`src/rtl/ctrl_ingress_pkg.sv`:
```
// Shared helpers for the control ingress unit: LA field offsets and filter counter sizing.
package ctrl_ingress_pkg;

    // LA bus layout: [in_oeb | in_val | out_oeb | out_val], lowest field first.
    function automatic int unsigned in_oeb_base();
        return 0;
    endfunction

    function automatic int unsigned in_val_base(input int unsigned num_inputs);
        return num_inputs;
    endfunction

    function automatic int unsigned out_oeb_base(input int unsigned num_inputs);
        return 2 * num_inputs;
    endfunction

    function automatic int unsigned out_val_base(input int unsigned num_inputs,
                                                 input int unsigned num_outputs);
        return 2 * num_inputs + num_outputs;
    endfunction

    // Counter only ever reaches depth-1 before clearing, so depth+1 states is ample.
    function automatic int unsigned filter_cnt_width(input int unsigned depth);
        return $clog2(depth + 1);
    endfunction

endpackage

```
`src/rtl/input_glitch_filter.sv`:
```
// Single-input ingress path: input register, 2-flop synchroniser, glitch filter and edge pulses.
module input_glitch_filter
    import ctrl_ingress_pkg::*;
#(
    parameter int unsigned FILTER_DEPTH = 3,
    parameter logic        RESET_VALUE  = 1'b0
) (
    input  logic clock,
    input  logic reset_n,
    input  logic src,
    output logic filtered,
    output logic rise_pulse,
    output logic fall_pulse
);

    localparam int unsigned CW       = filter_cnt_width(FILTER_DEPTH);
    localparam logic [CW-1:0] CNT_LAST = CW'(FILTER_DEPTH - 1);

    logic          src_q;
    logic          sync_1;
    logic          sync_2;
    logic          filt_prev;
    logic [CW-1:0] cnt;

    always_ff @(posedge clock or negedge reset_n) begin
        if (!reset_n) begin
            src_q      <= RESET_VALUE;
            sync_1     <= RESET_VALUE;
            sync_2     <= RESET_VALUE;
            filtered   <= RESET_VALUE;
            filt_prev  <= RESET_VALUE;
            cnt        <= '0;
            rise_pulse <= 1'b0;
            fall_pulse <= 1'b0;
        end else begin
            src_q      <= src;
            sync_1     <= src_q;
            sync_2     <= sync_1;
            filt_prev  <= filtered;
            rise_pulse <= filtered & ~filt_prev;
            fall_pulse <= ~filtered & filt_prev;
            // A new level is accepted only after FILTER_DEPTH consecutive differing samples.
            if (sync_2 == filtered) begin
                cnt <= '0;
            end else if (cnt == CNT_LAST) begin
                filtered <= sync_2;
                cnt      <= '0;
            end else begin
                cnt <= cnt + CW'(1);
            end
        end
    end

endmodule

```
`src/rtl/control_ingress_unit.sv`:
```
// Front end between user IO/LA pins and the system controller: pad muxing, filtered inputs, command capture.
module control_ingress_unit
    import ctrl_ingress_pkg::*;
#(
    parameter int unsigned NUM_INPUTS   = 3,
    parameter int unsigned NUM_OUTPUTS  = 1,
    parameter int unsigned FILTER_DEPTH = 3,
    parameter int unsigned CMD_WIDTH    = 32,
    parameter int unsigned LATCH_IDX    = 1,
    parameter logic [NUM_INPUTS-1:0]  IN_RESET_VALUES = NUM_INPUTS'(1),
    parameter logic [NUM_OUTPUTS-1:0] OUT_OEB_DEFAULT = '0
) (
    input  logic                                     clock,
    input  logic                                     reset_n,
    input  logic [2*NUM_INPUTS+2*NUM_OUTPUTS-1:0]    la_data_in,
    input  logic [2*NUM_INPUTS+2*NUM_OUTPUTS-1:0]    la_oenb,
    input  logic [NUM_INPUTS-1:0]                    io_in,
    output logic [NUM_INPUTS-1:0]                    io_in_oeb,
    output logic [NUM_INPUTS-1:0]                    filtered,
    output logic [NUM_INPUTS-1:0]                    rise_pulse,
    output logic [NUM_INPUTS-1:0]                    fall_pulse,
    input  logic [NUM_OUTPUTS-1:0]                   core_status,
    output logic [NUM_OUTPUTS-1:0]                   io_out,
    output logic [NUM_OUTPUTS-1:0]                   io_out_oeb,
    input  logic [CMD_WIDTH-1:0]                     cmd_in,
    output logic [CMD_WIDTH-1:0]                     cmd_data,
    output logic                                     cmd_valid,
    input  logic                                     cmd_ready,
    output logic                                     cmd_overrun,
    input  logic                                     overrun_clr
);

    localparam int unsigned IN_OEB_BASE  = in_oeb_base();
    localparam int unsigned IN_VAL_BASE  = in_val_base(NUM_INPUTS);
    localparam int unsigned OUT_OEB_BASE = out_oeb_base(NUM_INPUTS);
    localparam int unsigned OUT_VAL_BASE = out_val_base(NUM_INPUTS, NUM_OUTPUTS);

    logic [NUM_INPUTS-1:0]  src_c;
    logic [NUM_INPUTS-1:0]  in_oeb_nxt_c;
    logic [NUM_OUTPUTS-1:0] out_oeb_nxt_c;
    logic [NUM_OUTPUTS-1:0] out_val_nxt_c;
    logic                   latch_edge_c;
    logic                   accept_c;

    // Per-input LA override muxes and filter instances.
    for (genvar i = 0; i < NUM_INPUTS; i++) begin : g_in
        assign in_oeb_nxt_c[i] = la_oenb[IN_OEB_BASE + i] ? 1'b1 : la_data_in[IN_OEB_BASE + i];
        assign src_c[i]        = la_oenb[IN_VAL_BASE + i] ? io_in[i] : la_data_in[IN_VAL_BASE + i];

        input_glitch_filter #(
            .FILTER_DEPTH (FILTER_DEPTH),
            .RESET_VALUE  (IN_RESET_VALUES[i])
        ) u_filter (
            .clock      (clock),
            .reset_n    (reset_n),
            .src        (src_c[i]),
            .filtered   (filtered[i]),
            .rise_pulse (rise_pulse[i]),
            .fall_pulse (fall_pulse[i])
        );
    end

    for (genvar j = 0; j < NUM_OUTPUTS; j++) begin : g_out
        assign out_oeb_nxt_c[j] = la_oenb[OUT_OEB_BASE + j] ? OUT_OEB_DEFAULT[j]
                                                             : la_data_in[OUT_OEB_BASE + j];
        assign out_val_nxt_c[j] = la_oenb[OUT_VAL_BASE + j] ? core_status[j]
                                                             : la_data_in[OUT_VAL_BASE + j];
    end

    always_ff @(posedge clock or negedge reset_n) begin
        if (!reset_n) begin
            io_in_oeb  <= '1;
            io_out     <= '0;
            io_out_oeb <= OUT_OEB_DEFAULT;
        end else begin
            io_in_oeb  <= in_oeb_nxt_c;
            io_out     <= out_val_nxt_c;
            io_out_oeb <= out_oeb_nxt_c;
        end
    end

    assign latch_edge_c = rise_pulse[LATCH_IDX];
    assign accept_c     = cmd_valid & cmd_ready;

    // Single-entry command holding register; an edge may refill it in the same cycle it drains.
    always_ff @(posedge clock or negedge reset_n) begin
        if (!reset_n) begin
            cmd_data    <= '0;
            cmd_valid   <= 1'b0;
            cmd_overrun <= 1'b0;
        end else begin
            if (latch_edge_c && (!cmd_valid || cmd_ready)) begin
                cmd_data  <= cmd_in;
                cmd_valid <= 1'b1;
            end else if (accept_c) begin
                cmd_valid <= 1'b0;
            end

            if (latch_edge_c && cmd_valid && !cmd_ready) begin
                cmd_overrun <= 1'b1;
            end else if (overrun_clr) begin
                cmd_overrun <= 1'b0;
            end
        end
    end

endmodule
```
`config.mk`:
```
export PLATFORM = sky130hd
export DESIGN_NAME = control_ingress_unit
export DESIGN_NICKNAME = d
export VERILOG_FILES = /design/src/rtl/ctrl_ingress_pkg.sv /design/src/rtl/input_glitch_filter.sv /design/src/rtl/control_ingress_unit.sv
export SDC_FILE = /design/constraint.sdc
export NUM_CORES = 1
export LEC_CHECK = 0
export CAP_MARGIN = 25
export CELL_PAD_IN_SITES_DETAIL_PLACEMENT = 1
export CELL_PAD_IN_SITES_GLOBAL_PLACEMENT = 1
export CORE_ASPECT_RATIO = 2
export CORE_MARGIN = 4
export CORE_UTILIZATION = 34
export CTS_CLUSTER_DIAMETER = 200
export DETAILED_ROUTE_END_ITERATION = 12
export GPL_ROUTABILITY_DRIVEN = 0
export PLACE_DENSITY_LB_ADDON = 0.1
export SLEW_MARGIN = 5
export SYNTH_ARGS = -nofsm -noshare
export SYNTH_HDL_FRONTEND = slang
export SYNTH_SLANG_ARGS = --single-unit
```
`constraint.sdc`:
```
create_clock -name clock -period 1.2 [get_ports clock]
set_input_delay 0.12 -clock clock [delete_from_list [all_inputs] [get_ports clock]]
set_output_delay 0.12 -clock clock [all_outputs]
set_load 0.05 [all_outputs]
```
==> results list, run 1 <==
* Final setup skew: 5.89 ps
- Clock tree from TritonCTS: built
- The share of synthesized area in the top cell type comes to 57.4%.
- Post-detailed-route DRC marker count: 0
* Type of element capturing the critical path: flop
- Aggregate routed wire length: 5750 um
- Detailed-route vias per instance: about 4.4
* Max-slew violation count: 0
- Counting the buffers created by CTS gives 9.
* CP Class: reg -> reg
- Outcome: complete, but fails checks
- Top-level port count: 104
* Row count: 44
- Leading post-synthesis cells by cell area: sky130_fd_sc_hd__dfrtp_1 (57%), sky130_fd_sc_hd__mux2_4 (18%), sky130_fd_sc_hd__dfstp_2 (8.3%), sky130_fd_sc_hd__mux2_2 (4.0%), sky130_fd_sc_hd__buf_4 (2.7%)
* Sum of overflow across all layers after global routing: 0
- The total area inside the core boundary comes to 0.00727 mm2.
* Maximum vdd drop: ~1.9 mV
* Count of H-tree levels built during CTS: 3
- Fill cells: 669
- Largest incremental delay on the critical path: 420 ps
- Fraction of layout instances using a drive strength above 1: a little under half
- The first routing iteration left 41 violations.
- At the later pin of the worst-skew pair, clock insertion delay measures about 320 ps.
- Diode insertion count for antenna repair: 0
- Combinational family with the most area after synthesis: multiplexers
- At the end of the flow, the number of nets in the layout was 316.
- At the pin with the least slew margin, the transition time is ~350 ps.
- For this run, the register share of the synthesized area comes to about two thirds.
- Number of distinct library cells after synthesis: 16
- Static leakage: 2.03 nW
- Count of mapped cells out of synthesis: 145
* Series of cell instances along the critical path: nand2b_4 -> nand2_8 -> buf_12 -> mux2_4
- For the worst setup path, the data required time is 1390 ps.
- RSZ-0062 raised after global routing: true
- Global routing used 14.1% of the available tracks.
- Of the total synthesized cell area, the portion taken by AND, OR, NAND and NOR gates is 5.84%.
* Area post-placement: 0.00414 mm2
* Port Buf Inserts: ~100
* Number of iterations in the first detailed-routing pass: 2
* Clock net sink count: 66
* Parity-gate share of the synthesized area counting xor and xnor cells: 1.04%
* Hold Violations, Final: 0
* Post-DRT Antenna Nets: 0
- Summing every instance area after synthesis gives roughly 0.0025 mm2.
- The synthesized netlist devotes less than 1% of its cell area to compound gates.
- First-pass GRT wire length: 9090 um
- Entering global routing, the biggest net connects 67 pins.
- Master cell of the clock root buffer: sky130_fd_sc_hd__clkbuf_16
* Synth Warn #: 0
- Prior to clock tree synthesis, the placed netlist has a worst setup slack of -215 ps.
* Area delta synth->final: 76.1%
- Post-route standard cell area excluding fillers: 0.00445 mm2
* Final-report setup violation count: 1
* Die Wd: around 69 um
- Derived from the worst setup path, the maximum achievable clock frequency is a little over 0.8 GHz.
- Most common cell after layout, fill and taps aside: sky130_fd_sc_hd__dfrtp_1
- Initial cell density of the core: 34.8%
- From bottom edge to top edge, the die measures 130 um.
* Synthesized area per cell: 17.4 um2
- Dividing the detail-routed wire length by the instance count gives approximately 16 um.
- Measured against its own limit, the worst slew margin works out to 76.6%.
- Initial antenna violation count: 0
* Cell type with the largest total area after synthesis: sky130_fd_sc_hd__dfrtp_1
* Estimated wirelength of the detail-placed design: 4370 um
- Critical path peak fanout: 14
- Period minus WS final: approximately 1200 ps
* Overall via count from detail_route: 1567
* Fraction of synthesized area in multiplexers: 21.8%
- The number of global-route vias before repair was 1812.
- Data arrives at the worst endpoint at roughly 1400 ps.
* Most used cells in the layout excluding fill and tap cells: sky130_fd_sc_hd__dfrtp_1 (56), sky130_fd_sc_hd__clkdlybuf4s50_1 (54), sky130_fd_sc_hd__buf_12 (51)
* Hold/Removal Path Class: in -> async
- Synthesis inferred 66 register bits.
- Synthesis produced a netlist with a net count of 201.
- Standard cell with the maximum stage delay on the critical path: sky130_fd_sc_hd__dfrtp_2
* Violated checks: negative setup slack
- Power per unit of standard cell area: about 3300 mW/mm2
- Critical path launch point type: flop
* Reg clk slew, reported paths: 50 ps
- Adder-cell share of the synthesized area: 0%
* Number of buffers on the longest clock path: 2
- Worst reg2reg setup slack: -6 ps
* Overall die area: 0.00896 mm2
- In the post-route analysis, the smallest setup slack over all paths is -5.89 ps.
* Period utilisation layout: 100%
- Max-cap violations in this run came to 0.
[final timing paths]
path                       cells after the start                              from                           endpoint
min reg2reg                                    0  g_in[2].u_filter.src_q$_DFF_PN0_  g_in[2].u_filter.sync_1$_DFF_PN0_
max reg2reg                                    4             cmd_valid$_DFFE_PN0P_           cmd_data[30]$_DFFE_PN0P_
min in group clock                             2                        la_oenb[6]               io_out_oeb$_DFF_PN0_
max in group asynchronous                      3                           reset_n             io_in_oeb[0]$_DFF_PN1_
min                                            3                           reset_n           cmd_data[24]$_DFFE_PN0P_
max                                            4             cmd_valid$_DFFE_PN0P_           cmd_data[30]$_DFFE_PN0P_
[where the power goes]
part | leakage [nW] | internal (mW) | switching, mW
clock network | 0.138 | 1.60 | 0.842
registers | 0.782 | 3.19 | 0.967
logic | 1.11 | 4.50 | 3.78
[what timing repair did]
item | CTS | global route
gates resized for setup | 1 | 0
endpoints found under the hold margin | 58 | 0
setup endpoints to repair | 17 | 30
hold buffers | 1 | 0
buffers inserted | 1 | 2
[registers in the layout, summed over array words and instances, names as in the netlist, 3 cells and up]
| register | cells |
|---|---|
| g_in.u_filter.src_q | 3 |
| g_in.u_filter.rise_pulse | 3 |
| g_in.u_filter.filt_prev | 3 |
| cmd_data | 32 |
| g_in.u_filter.filtered | 3 |
| io_in_oeb | 3 |
| g_in.u_filter.cnt | 6 |
| g_in.u_filter.fall_pulse | 3 |
| g_in.u_filter.sync_2 | 3 |
| g_in.u_filter.sync_1 | 3 |
[Yosys cell counts, drive strengths merged]
cell    count
buf        12
dfrtp      58
dfstp       8
inv         2
mux2       39
nand2       2
nand2b      1
nor2b      10
nor3        3
nor3b       3
o22ai       1
or2         3
xnor2       3
[per-stage QoR]
stage / utilization [%] / power, mW / hold slack [ps] / setup TNS [ps] / cells
after floorplan: - / 8.49 / -176 / -2660 / 145
after global placement: 56.9 / 12.3 / 166 / -5810 / 337
after detailed placement: 56.9 / 12.5 / 165 / -6020 / 337
after CTS: 61.1 / 15.1 / 331 / -96.2 / 355
after global routing: 61.3 / 15.5 / 335 / -735 / 357
final: 61.3 / 14.9 / 347 / -5.89 / 357
[area by class of cell]
cell class / count / area [um2] / area share, %
sequential: 66 / 1660 / 37.4
clock inverter: 3 / 40.0 / 0.899
timing repair buffer: 116 / 1640 / 36.9
tap: 92 / 115 / 2.59
multi-input combinational: 65 / 741 / 16.6
clock buffer: 13 / 240 / 5.40
inverter: 2 / 7.51 / 0.169
[logic make-up (layout without fill, tap and decap cells)]
logic type,after synthesis,count (layout)
flip-flops,66,66
multiplexers,39,39
AND/OR/NAND/NOR,22,22
buffers and inverters,14,134
XOR/XNOR,3,3
AO/OA/AOI/OAI,1,1
[critical path: cells and delay by family (launching register included)]
kind                   cells  cell delay, ps
buffers and inverters      1             170
flip-flops                 1             420
multiplexers               1             300
AND/OR/NAND/NOR            2             190
[metal layers]
metal  GRT usage (%)  part of all wire [%]
met4            5.86                  0.96
met5               0                     0
met3            7.15                    12
met1            14.9                    35
met2            23.3                    52
Note: power is estimated with default switching activity, not from simulation.
==> run 2: changes to the inputs <==
--- a/config.mk
+++ b/config.mk
@@ -8,7 +8,6 @@
 export CAP_MARGIN = 25
 export CELL_PAD_IN_SITES_DETAIL_PLACEMENT = 1
 export CELL_PAD_IN_SITES_GLOBAL_PLACEMENT = 1
-export CORE_ASPECT_RATIO = 2
 export CORE_MARGIN = 4
 export CORE_UTILIZATION = 34
 export CTS_CLUSTER_DIAMETER = 200
==> constraint.sdc (replaced) <==
create_clock -name clock -period 1.32 [get_ports clock]
set_input_delay 0.132 -clock clock [delete_from_list [all_inputs] [get_ports clock]]
set_output_delay 0.132 -clock clock [all_outputs]
set_load 0.05 [all_outputs]
==> results list, run 2 (same netlist as run 1, synthesis figures left out) <==
- The worst slack on hold paths is 325 ps (-22.3 ps).
* Post-route standard cell area excluding fillers: 0.00437 mm2 (-1.9%)
* Clock net sink count: 66 (unchanged)
- Type of element capturing the critical path: flop
- The number of filler cells placed in the layout came to 670 (+0.15%).
* Max-capacitance violation count: 0 (unchanged)
* Diode insertion count for antenna repair: 0 (unchanged)
- Insertion delay of the later-clocked pin in the worst-skew pair: 340 ps (+20 ps)
* Reg clk slew, reported paths: 80 ps (+30 ps)
* Cts repair resizes: 0 (-1)
- Relative slew slack: 76.1% (-0.53 points)
* Area post-placement: 0.00414 mm2 (about the same)
- The count of antenna-violating nets left after detailed routing came to 0 (unchanged).
* Std-Cell Core Area: 0.00725 mm2 (-0.19%)
- The peak fanout along the critical path is 8 (-6).
* Hold/Removal Path Class: in -> async
* Number of cells in the design after placement: 341 (+1.2%)
- Switching fraction of total power: 38.6% (+1.0 points)
- Power per unit of standard cell area: 2980 mW/mm2 (-11%)
- The utilization of the core after routing is 60.2% (-1.0 points).
- The largest registers in the layout are cmd_data: 32 flops, g_in.u_filter.cnt: 6 flops.
* First DRT Iteration DRCs: 42 (+2.4%)
- The share of total power in the clock network was 14.0% (-2.4 points).
- The worst-case setup slack after placement is -114 ps (+101 ps).
- Sum of overflow across all layers after global routing: 0 (unchanged)
- Die Wd: 94.2 um (+37%)
- Fraction of layout instances using a drive strength above 1: 47.9% (-0.048 points)
* Most used cells in the layout excluding fill and tap cells: sky130_fd_sc_hd__dfrtp_1 (57), sky130_fd_sc_hd__clkdlybuf4s50_1 (54), sky130_fd_sc_hd__buf_12 (53)
* Final-report setup violation count: 0 (-1)
* Flip-flop count of the largest register after layout: 32 (unchanged)
- Overall die area: 0.00888 mm2 (-0.93%)
* Critical path launch point type: flop
- Static leakage: 1.98 nW (-2.3%)
- Min setup slack post-route: 91.1 ps (+97.0 ps)
- The proportion of power drawn by flip-flops and latches came to 28.9% (+0.9 points).
- The net switching power came to 5.03 mW (-10%).
- The final wirelength came to 5450 um (-5.2%).
- The register with the most flip-flops in the final layout is cmd_data.
* Clock tree from TritonCTS: built
- The number of antenna violations at the first check in global routing is 0 (unchanged).
- RSZ-0062 raised after global routing: false
* Port Buf Inserts: 103 (unchanged)
- Arrival time at the worst endpoint: 1440 ps (+40 ps)
- The cell sitting at the root of the clock tree is a sky130_fd_sc_hd__clkbuf_8.
* Max-slew violation count: 0 (unchanged)
* Total setup buffers inserted after CTS: 0 (-1)
- The count of cells along the worst register-to-register path is 4 (unchanged).
* Detailed-route vias per instance: 4.27 (-2.8%)
- The cell-internal power is 8.00 mW (-14%).
* Largest net degree at the start of global routing: 67 (unchanged)
- Initial cell density of the core: 34.9% (+0.066 points)
* Maximum frequency from static timing analysis: 0.814 GHz (-1.9%)
- The I/O pin total was 104 (unchanged).
- The global-route wire length before repair was 8420 um (-7.3%).
* Estimated wirelength of the detail-placed design: 4180 um (-4.3%)
- Hold-fix buffers at CTS: 1 (unchanged)
- The number of failing hold endpoints at the final stage is 0 (unchanged).
- Final setup skew: 10.7 ps (+4.78 ps)
- Post-route non-filler standard cell count: 358 (+0.28%)
- The die span in y came to 94.2 um (-27%).
- The number of nets in the layout came to 310 (-1.9%).
- Fraction of power consumed by combinational cells: 57.1% (+1.5 points)
- The count of unresolved DRC violations after routing is 0 (unchanged).
- Critical path required time: 1530 ps (+140 ps)
* CP Class: reg -> reg
- The number of global-route vias before repair came to 1688 (-6.8%).
* Row count: 31 (-30%)
* Most common cell after layout, fill and taps aside: sky130_fd_sc_hd__dfrtp_1
- Total CTS buffers: 9 (unchanged)
- The maximum number of buffers from clock root to sink came to 2 (unchanged).
- The routed length per instance is 15.2 um (-5.5%).
- The transition time of the tightest slew-check pin is 359 ps (+8.01 ps).
- Number of iterations in the first detailed-routing pass: 3 (+1)
* Period minus WS final: 1230 ps (+23.0 ps)
- Maximum vdd drop: 1.14 mV (-41%)
* Period utilisation layout: 93.1% (-7.4 points)
- Count of H-tree levels built during CTS: 3 (unchanged)
* Overall via count from detail_route: 1527 (-2.6%)
- The aggregate global-route resource usage is 13.1% (-1.1 points).
- The run finished with clean final reports.
- From synthesis to final layout, the design area changed by 72.7%.
## run 2: changes by cell type in the layout (fill, tap and decap cells not counted), sizes merged
cell	before	now
buf	61	55
clkbuf	13	9
clkinvlp	0	2
clkinv	2	3
bufinv	1	2
## run 2: worst max-delay path: stages (launching register included)
cell	delay [ps]
sky130_fd_sc_hd__dfrtp_2	450
sky130_fd_sc_hd__nand2b_4	90
sky130_fd_sc_hd__nand2_4	100
sky130_fd_sc_hd__buf_12	170
sky130_fd_sc_hd__mux2_4	290
## run 2: cell type report
cell class              instances  area, um2  share of cell area [%]
multi-input cells              65        732                    16.8
clock buffers                   9        124                    2.84
clock inverters                 7       93.8                    2.15
flip-flops and latches         66       1660                    38.1
inverters                       2       7.51                   0.172
repair buffers                110       1620                    37.2
well taps                      99        124                    2.84
## run 2: metrics by stage
stage          setup TNS (ps)  total power [mW]
2_1_floorplan               0              7.69
3_3_place_gp            -2700              11.2
3_5_place_dp            -3340              11.3
4_1_cts                     0              13.2
5_1_grt                     0              13.6
6_report                    0              13.0
## run 2: final timing paths
path / startpoint / end / slack (ps)
setup / recovery: cmd_valid$_DFFE_PN0P_ / cmd_data[19]$_DFFE_PN0P_ / 90
hold / removal: reset_n / cmd_data[28]$_DFFE_PN0P_ / 320
setup reg to reg: cmd_valid$_DFFE_PN0P_ / cmd_data[19]$_DFFE_PN0P_ / 90
hold reg to reg: g_in[1].u_filter.src_q$_DFF_PN0_ / g_in[1].u_filter.sync_1$_DFF_PN0_ / 350
max in group asynchronous: reset_n / io_in_oeb[2]$_DFF_PN1_ / 650
min in group clock: la_oenb[6] / io_out_oeb$_DFF_PN0_ / 330
## run 2: power groups by stage
stage                     clock [mW]  sequential, mW  combinational [mW]
after detailed placement           0            3.82                7.51
after floorplan                    0            5.24                2.45
after global routing            2.00            3.90                7.68
final                           1.82            3.77                7.43
after global placement             0            3.78                7.43
after CTS                       1.90            3.79                7.53
## run 2: metal layers
| layer | up-vias | track usage (%) | share of wire, % |
|---|---|---|---|
| met3 | 9 | 5.05 | 7.5 |
| met4 | 0 | 6.50 | 1.9 |
| li1 | 700 | - | - |
| met1 | 761 | 14.7 | 36 |
| met2 | 57 | 21.6 | 54 |
| met5 | - | 0 | 0 |
==> run 3: changes to the inputs <==
--- a/config.mk
+++ b/config.mk
@@ -9,7 +9,8 @@
 export CELL_PAD_IN_SITES_DETAIL_PLACEMENT = 1
 export CELL_PAD_IN_SITES_GLOBAL_PLACEMENT = 1
 export CORE_MARGIN = 4
-export CORE_UTILIZATION = 34
+export CORE_UTILIZATION = 35
+export CTS_BUF_LIST = sky130_fd_sc_hd__clkbuf_8
 export CTS_CLUSTER_DIAMETER = 200
 export DETAILED_ROUTE_END_ITERATION = 12
 export GPL_ROUTABILITY_DRIVEN = 0
==> results list, run 3 (same netlist as run 1, synthesis figures left out) <==
* Slew at the pin with the worst max-slew slack: 343 ps (-16.4 ps)
- The site row count is 30 (-3.2%).
- CP Class: reg -> reg
* Hold/Removal Path Class: in -> reg
* Initial antenna violation count: 0 (unchanged)
- The worst-case setup slack after placement is -132 ps (-17.9 ps).
- The number of buffers created by CTS is 9 (unchanged).
- The I/O pin total came to 104 (unchanged).
- The count of input and output buffers was 103 (unchanged).
* Reg clk slew, reported paths: 70 ps (about the same)
- STA classifies the critical path endpoint as a flop.
* Number of cells in the design after placement: 337 (-1.2%)
* Sum of overflow across all layers after global routing: 0 (unchanged)
- Worst reg2reg setup slack: 80 ps (-20 ps)
* Estimated wirelength of the detail-placed design: 4410 um (+5.5%)
- Most used cells in the layout excluding fill and tap cells: sky130_fd_sc_hd__dfrtp_1 (57), sky130_fd_sc_hd__clkdlybuf4s50_1 (54), sky130_fd_sc_hd__buf_12 (51)
- Min setup slack post-route: 75.3 ps (-15.8 ps)
* Outcome: finished clean
- Diode insertion count for antenna repair: 0 (unchanged)
* Overall via count from detail_route: 1530 (+0.20%)
* Flip-flop count of the largest register after layout: 32 (unchanged)
- Number of iterations in the first detailed-routing pass: 3 (unchanged)
* First DRT Iteration DRCs: 29 (-31%)
* Total setup buffers inserted after CTS: 0 (unchanged)
* Leading registers by flop count: cmd_data: 32 flops, g_in.u_filter.cnt: 6 flops
- The count of cells along the worst register-to-register path is 4 (unchanged).
- Detailed-route vias per instance: 4.32 (+1.3%)
- The most critical setup path has its endpoint at cmd_data[4]$_DFFE_PN0P_.
* Area delta synth->final: 71.4%
- Critical path required time: 1530 ps (about the same)
* Final setup skew: 9.24 ps (-1.43 ps)
* Overall die area: 0.00865 mm2 (-2.6%)
* Fraction of layout instances using a drive strength above 1: 47.3% (-0.59 points)
* Crit Reg-Reg Startpoint: cmd_valid$_DFFE_PN0P_
- The area occupied by multi-input gates was 732 um2 (unchanged).
- Final-report setup violation count: 0 (unchanged)
* Aggregate routed wire length: 5870 um (+7.7%)
* Std-Cell Core Area: 0.00691 mm2 (-4.8%)
- Master cell of the clock root buffer: sky130_fd_sc_hd__clkbuf_8
- Clock tree from TritonCTS: built
- Maximum frequency from static timing analysis: 0.803 GHz (-1.3%)
- Count of H-tree levels built during CTS: 3 (unchanged)
- Final routed wire length divided by cell count: 16.6 um (+8.9%)
- The number of nets in the layout was 309 (-0.32%).
- The count of clock tree sinks came to 66 (unchanged).
- The final total negative setup slack was 0 ps (unchanged).
- The initial standard-cell utilization of the core came to 36.6% (+1.7 points).
- The peak fanout along the critical path is 7 (-1).
- The maximum number of buffers from clock root to sink was 2 (unchanged).
- The final critical-path share of the clock period came to 94.3% (+1.2 points).
- Insertion delay of the later-clocked pin in the worst-skew pair: 340 ps (about the same)
- The leakage power of the design was 1.98 nW (-0.39%).
- The final total power was 13.0 mW (about the same).
* Endpoint of the worst register-to-register path: cmd_data[4]$_DFFE_PN0P_
* Relative slew slack: 77.2% (+1.1 points)
* Maximum vdd drop: 1.42 mV (+25%)
- The minimum clock period after layout came to 1240 ps (+15.8 ps).
- Hold Violations, Final: 0 (unchanged)
- Number of global-route vias before repair: 1720 (+1.9%)
* Tot GR Track Use: 14.3% (+1.3 points)
- Setup repair after global routing left no endpoint under its margin.
- Post-route non-filler standard cell count: 354 (-1.1%)
- The count of antenna-violating nets left after detailed routing is 0 (unchanged).
- Launching element of the worst setup path: cmd_valid$_DFFE_PN0P_
- Sequential cell area: 0.00166 mm2 (unchanged)
- Fill cells: 648 (-3.3%)
- Critical path launch point type: flop
* Max-capacitance violation count: 0 (unchanged)
- Counting flops per register, the top entry is cmd_data.
* Post-detailed-route DRC marker count: 0 (unchanged)
- Largest net degree at the start of global routing: 67 (unchanged)
- The global-route wire length before repair came to 9200 um (+9.2%).
- Max-slew violation count: 0 (unchanged)
- Most common cell after layout, fill and taps aside: sky130_fd_sc_hd__dfrtp_1
- The arrival time at the worst endpoint was 1460 ps (+20 ps).
- Die Wd: 93 um (-1.3%)
- The die span in y is 93 um (-1.3%).
- Power per unit of standard cell area: 3000 mW/mm2 (+0.72%)
run 3: how the worst min path moves through the flow:
| stage | start | end | slack, ps | cells past startpoint |
|---|---|---|---|---|
| finish | la_oenb[6] | io_out_oeb$_DFF_PN0_ | 330 | 2 |
| global route | la_oenb[6] | io_out_oeb$_DFF_PN0_ | 330 | 2 |
| CTS | la_oenb[6] | io_out_oeb$_DFF_PN0_ | 320 | 2 |
| detailed placement | reset_n | cmd_data[3]$_DFFE_PN0P_ | 190 | 2 |
| global placement | reset_n | g_in[0].u_filter.rise_pulse$_DFF_PN0_ | 180 | 2 |
| floorplan | reset_n | cmd_data[0]$_DFFE_PN0P_ | -160 | 0 |
run 3: cell type report:
type / instances / share of cell area (%)
inverter: 2 / 0.173
clock buffer: 10 / 3.18
sequential: 66 / 38.4
timing repair buffer: 109 / 36.7
clock inverter: 6 / 1.88
tap: 96 / 2.77
multi-input combinational: 65 / 16.9
run 3: repair_timing:
item | in CTS | in global routing
gates resized for setup | 0 | 0
endpoints found under the hold margin | 58 | 0
hold buffers | 1 | 0
run 3: where the power goes:
part / switching [mW] / internal, mW / leakage [nW]
clock: 0.757 / 1.10 / 0.113
combinational: 3.39 / 3.96 / 1.08
sequential: 0.916 / 2.89 / 0.783
total: 5.06 / 7.95 / 1.98
run 3: per-layer routing:
metal	vias up	routed length (um)	track usage, %
met5	-	0	0
met4	0	78	5.13
met3	9	481	5.39
met2	73	2850	23.1
met1	751	2460	17.6
li1	697	-	-
run 3: through the flow:
stage	hold slack (ps)	cell area (um2)	utilization, %
CTS	323	4330	62.7
finish	334	4330	62.7
floorplan	-164	2530	-
global placement	176	4100	59.4
global route	334	4330	62.7
detailed placement	192	4100	59.4
run 3: worst max-delay path: stages, from the launching register on:
cell and delay, ps:
sky130_fd_sc_hd__dfrtp_2 440, sky130_fd_sc_hd__nand2b_4 100, sky130_fd_sc_hd__nand2_4 70, sky130_fd_sc_hd__buf_4 200, sky130_fd_sc_hd__mux2_4 310
